**config.mk**
```make
export PLATFORM = sky130hd
export DESIGN_NAME = ddr2_bist_ctrl
export DESIGN_NICKNAME = d
export VERILOG_FILES = /design/src/rtl/ddr2_bist_ctrl.sv
export SDC_FILE = /design/constraint.sdc
export NUM_CORES = 1
export LEC_CHECK = 0
export CAP_MARGIN = 20
export CORE_MARGIN = 4
export CORE_UTILIZATION = 57
export CTS_CLUSTER_SIZE = 14
export DETAILED_ROUTE_END_ITERATION = 10
export MAX_ROUTING_LAYER = met4
export PLACE_DENSITY = 0.85
export SYNTH_ARGS = -nofsm -noshare
export SYNTH_HDL_FRONTEND = slang
export SYNTH_SLANG_ARGS = --single-unit
```
**constraint.sdc**
```tcl
create_clock -name clk -period 3.1 [get_ports clk]
set_clock_uncertainty 0.15 [all_clocks]
set_input_delay 0.465 -clock clk [delete_from_list [all_inputs] [get_ports clk]]
set_output_delay 0.465 -clock clk [all_outputs]
set_load 0.03 [all_outputs]
```
**src/rtl/ddr2_bist_ctrl.sv**
```systemverilog
// DDR2 datapath BIST sequencer: writes a scrambler burst, reads it back,
// and checks each returned word against a regenerated pattern.
module ddr2_bist_ctrl #(
   parameter int unsigned NUM_WORDS = 16,
   parameter int unsigned ADDR_W    = 8
) (
   input  logic              clk,
   input  logic              rst_n,
   input  logic              start,
   input  logic              abort,
   input  logic [4:0]        seed,
   output logic              cmd_valid,
   input  logic              cmd_ready,
   output logic              cmd_we,
   output logic [ADDR_W-1:0] cmd_addr,
   output logic [4:0]        cmd_wdata,
   input  logic              rsp_valid,
   input  logic [4:0]        rsp_rdata,
   output logic              busy,
   output logic              done,
   output logic              pass,
   output logic [7:0]        err_count
);

   localparam int unsigned CNT_W = $clog2(NUM_WORDS + 1);
   localparam logic [ADDR_W-1:0] LAST_ADDR = ADDR_W'(NUM_WORDS - 1);
   localparam logic [CNT_W-1:0]  LAST_RSP  = CNT_W'(NUM_WORDS - 1);
   localparam logic [4:0]        PAT_INIT  = 5'h1f;

   typedef enum logic [2:0] {
      S_IDLE,
      S_WRITE,
      S_READ,
      S_DRAIN,
      S_DONE
   } state_t;

   state_t           state;
   logic [4:0]       gen_wr;
   logic [4:0]       gen_exp;
   logic [CNT_W-1:0] rsp_cnt;

   logic             cmd_hs_c;
   logic             rsp_chk_c;
   logic             rsp_last_c;
   logic [4:0]       seed_eff_c;
   logic [7:0]       err_next_c;

   // One step of the 5-bit scrambler shared by both generators
   function automatic logic [4:0] pat_step(input logic [4:0] d);
      logic [4:0] n;
      n[4] = d[4] ^ d[1];
      n[3] = d[3] ^ d[0];
      n[2] = d[2] ^ n[4];
      n[1] = d[1] ^ n[3];
      n[0] = d[0] ^ n[2];
      return n;
   endfunction

   // All-zero would lock the scrambler, so it is swapped for all-ones
   assign seed_eff_c = (seed == 5'd0) ? PAT_INIT : seed;
   assign cmd_hs_c   = cmd_valid & cmd_ready;
   assign rsp_chk_c  = rsp_valid & ((state == S_READ) | (state == S_DRAIN));
   assign rsp_last_c = rsp_chk_c & (rsp_cnt == LAST_RSP);
   assign err_next_c = (rsp_chk_c && (rsp_rdata != gen_exp) && (err_count != 8'hff))
                       ? err_count + 8'd1 : err_count;

   always_ff @(posedge clk or negedge rst_n) begin
      if (!rst_n) begin
         state     <= S_IDLE;
         cmd_valid <= 1'b0;
         cmd_we    <= 1'b0;
         cmd_addr  <= '0;
         cmd_wdata <= 5'd0;
         busy      <= 1'b0;
         done      <= 1'b0;
         pass      <= 1'b0;
         err_count <= 8'd0;
         gen_wr    <= PAT_INIT;
         gen_exp   <= PAT_INIT;
         rsp_cnt   <= '0;
      end else begin
         done <= 1'b0;
         if (abort) begin
            state     <= S_IDLE;
            cmd_valid <= 1'b0;
            cmd_we    <= 1'b0;
            busy      <= 1'b0;
            pass      <= 1'b0;
         end else begin
            case (state)
               S_IDLE: begin
                  if (start) begin
                     state     <= S_WRITE;
                     gen_wr    <= seed_eff_c;
                     gen_exp   <= seed_eff_c;
                     cmd_wdata <= seed_eff_c;
                     cmd_addr  <= '0;
                     cmd_valid <= 1'b1;
                     cmd_we    <= 1'b1;
                     busy      <= 1'b1;
                     err_count <= 8'd0;
                     pass      <= 1'b0;
                     rsp_cnt   <= '0;
                  end
               end
               S_WRITE: begin
                  if (cmd_hs_c) begin
                     gen_wr    <= pat_step(gen_wr);
                     cmd_wdata <= pat_step(gen_wr);
                     if (cmd_addr == LAST_ADDR) begin
                        // Reads follow back-to-back with no bubble
                        cmd_addr <= '0;
                        cmd_we   <= 1'b0;
                        state    <= S_READ;
                     end else begin
                        cmd_addr <= cmd_addr + ADDR_W'(1);
                     end
                  end
               end
               S_READ: begin
                  if (cmd_hs_c) begin
                     cmd_addr <= cmd_addr + ADDR_W'(1);
                     if (cmd_addr == LAST_ADDR) begin
                        cmd_valid <= 1'b0;
                        state     <= S_DRAIN;
                     end
                  end
               end
               S_DRAIN: ;
               S_DONE: state <= S_IDLE;
               default: begin
                  state     <= S_IDLE;
                  cmd_valid <= 1'b0;
                  busy      <= 1'b0;
               end
            endcase

            // Response check overrides READ transitions so a zero-latency final word completes
            if (rsp_chk_c) begin
               gen_exp   <= pat_step(gen_exp);
               rsp_cnt   <= rsp_cnt + CNT_W'(1);
               err_count <= err_next_c;
               if (rsp_last_c) begin
                  state     <= S_DONE;
                  cmd_valid <= 1'b0;
                  busy      <= 1'b0;
                  done      <= 1'b1;
                  pass      <= (err_next_c == 8'd0);
               end
            end
         end
      end
   end

endmodule

```
==> results.md <==
- CP Class: reg -> reg
- Synth Area per Inst: 8.62 sq um
- Outcome: finished, final reports clean
- Final Hold Fails: 0
- HPWL after DPL: approximately 4.2 mm
- FMAX: 0.411 GHz
- Avg WL per Cell: approximately 15 um
- Total I/O pin count: 42
- Fin Hold WS: ~330 ps
- Final #Nets: 357
- Syn Std Cell Area: about 2600 sq um
- Die height: about 75 um
- Fin crit share: 0.785
- CTS tree: built
- Startpoint Class: flop
- Final non-filler cell area: 3160 sq um
- Commonest non-fill, non-tap cells in the layout: 40 x clkdlybuf4s50_1, 35 x nor2_1, 34 x dfrtp_1
- Final WS setup: about 670 ps
- Main synth FF type: dfrtp_1
- Max-Cap Viols: 0
- Hold/Removal Path Class: reg -> reg
- Die area: between 5000 and 6000 sq um
- Placement Rows: 24
- Finish-stage setup viols: 0
- P_leak: 0.00131 uW
- Slew @ Worst Pin: slightly above 500 ps
- Worst reg2reg startpoint: err_count[0]$_DFFE_PN0P_
- CP max FO: 10
- Post-route ant nets: 0
- Crit path from: err_count[0]$_DFFE_PN0P_
- Die W: 74.9 um
- Clock Latency Late Sink: roughly 300 ps
- Largest net degree at the start of global routing: 45
- Overall Global Routing Usage: 0.224
- VDD IR max: 326 uV
- Min Tclk post-route: around 2400 ps
- Post-synth ARST share: 1.00
- Initial antenna violation count: 0
- Global-route wire length before repair: roughly 9.5 mm
- WP data arrival: 2500 ps
- Commonest non-fill, non-tap cell in the layout: clkdlybuf4s50_1
- Share of layout cells above drive strength 1: 0.0888
- Grt total ovfl: 0
- CTS Sinks: 44
- Mapped Nets: 316
- Relative slew slack: 0.655
- CTS buffer count: 5
- RSZ-0062 raised after global routing: no
- Synthesis-to-finish area growth: 23.8%
- RD Place Congestion: 0.905
- Post-synthesis sequential element count: 44
- Buffers on Ports: 41
- Setup TNS: 0 ps
- H-tree Lvls: 2
- Worst Setup End Kind: flop
- Warnings, synthesis: 0
- Unique cell type count in the Yosys netlist: 48
- Pre-CTS setup slack: roughly 460 ps
- EDFF count, synth: 0
- Vias in the first global route: around 2100
- Via density: slightly below 6
- Core area: about 4400 sq um
- Clock-pin slew on the worst setup and hold paths: ~90 ps
- Starting DRC count in detailed routing: between 200 and 250
- Drt drc: 0
- ANT cells: 0
- WL final: between 5 and 6 mm
- Placed instance area: around 3000 sq um
- Fin. max-slew vios: 0
- Via count: approximately 2300
- Seq/Total Area, Yosys: 0.436
- CTS Root Cell: clkbuf_8
- Initial Util: 0.586
- Worst path required time: about 3200 ps
- P per Cell Area: 496 nW/um^2
- Worst-case clock buffer depth: 2
- Post-CTS setup buffers: 0
- DRT Pass-1 Iters: 5
- HP Start: gen_exp[2]$_DFFE_PN1P_
- Gate Count Post-Synth: between 200 and 300
sequential cells by signal (all words and copies together) (netlist names):
signal     flops
busy           1
cmd_addr       8
cmd_valid      1
cmd_wdata      5
cmd_we         1
done           1
err_count      8
gen_exp        5
gen_wr         5
pass           1
rsp_cnt        5
state          3
power by group:
group / total [uW] / leakage (uW) / switching (uW) / internal, uW
sequential: 712 / 0.000566 / 58.3 / 653
clock: 481 / 0.0000645 / 196 / 284
combinational: 373 / 0.000684 / 201 / 172
stage by stage:
| step | cells | power [uW] | util |
|---|---|---|---|
| floorplan | 296 | 959 | - |
| global placement | 380 | 1080 | 0.690 |
| detailed placement | 380 | 1090 | 0.690 |
| CTS | 388 | 1570 | 0.719 |
| global route | 390 | 1640 | 0.726 |
| finish | 390 | 1570 | 0.726 |
worst max-delay path, cell delays in order (launching register included):
cell,delay [ps]
dfrtp_1,540
ha_1,270
nand3_2,110
or3_1,420
and2_1,190
a2111oi_1,370
nor3_1,140
o31ai_2,180
routing by layer:
layer	global-route usage	routed length, um
met1	0.306	2740
met2	0.345	2660
met3	0.0320	309
met4	0.0652	63
met5	-	0
final cells by class:
type	instances	area, sq um
multi-input combinational	229	1350
fill	332	1190
sequential	44	1110
timing repair buffer	48	473
clock buffer	7	96.3
tap	52	65.1
inverter	9	33.8
clock inverter	1	30.0
kinds of logic after synthesis:
family | count (synthesis) | synth area share
fa+ha+maj | 4 | 0.0196
mux | 1 | 0.00392
simple gates | 125 | 0.235
buf+inv | 23 | 0.0353
compound gates | 80 | 0.205
flops | 44 | 0.436
xor+xnor | 19 | 0.0652
cells in the mapped netlist (all sizes together), types with 4 or more instances:
master / count / area share
nand2: 29 / 0.043
nand2b: 8 / 0.020
nor4: 5 / 0.012
xnor2: 15 / 0.051
nand3: 12 / 0.026
ha: 4 / 0.020
clkbuf: 11 / 0.016
inv: 9 / 0.013
xor2: 4 / 0.014
a21o: 5 / 0.015
o21ai: 20 / 0.039
a31oi: 4 / 0.0098
nor3: 16 / 0.031
nor2b: 4 / 0.0098
a21oi: 20 / 0.039
nor2: 35 / 0.051
a22o: 4 / 0.014
o22ai: 5 / 0.012
dfrtp: 34 / 0.33
dfstp: 10 / 0.10
path summary, 6_finish.rpt:
check                      slack, ps                       to  depth (start not counted)
hold / removal                   330   gen_exp[2]$_DFFE_PN1P_                          2
setup reg to reg                 670           pass$_DFF_PN0_                          7
hold reg to reg                  330   gen_exp[2]$_DFFE_PN1P_                          2
min in group asynchronous        350  cmd_addr[7]$_DFFE_PN0P_                          2
setup / recovery                 670           pass$_DFF_PN0_                          7
max in group asynchronous       1950   gen_exp[4]$_DFFE_PN1P_                          3
what timing repair did:
item	in CTS	in global routing
resized for setup	0	0
hold buffers	0	1
hold endpoints to repair	0	3
(Power assumes the default switching activity.)
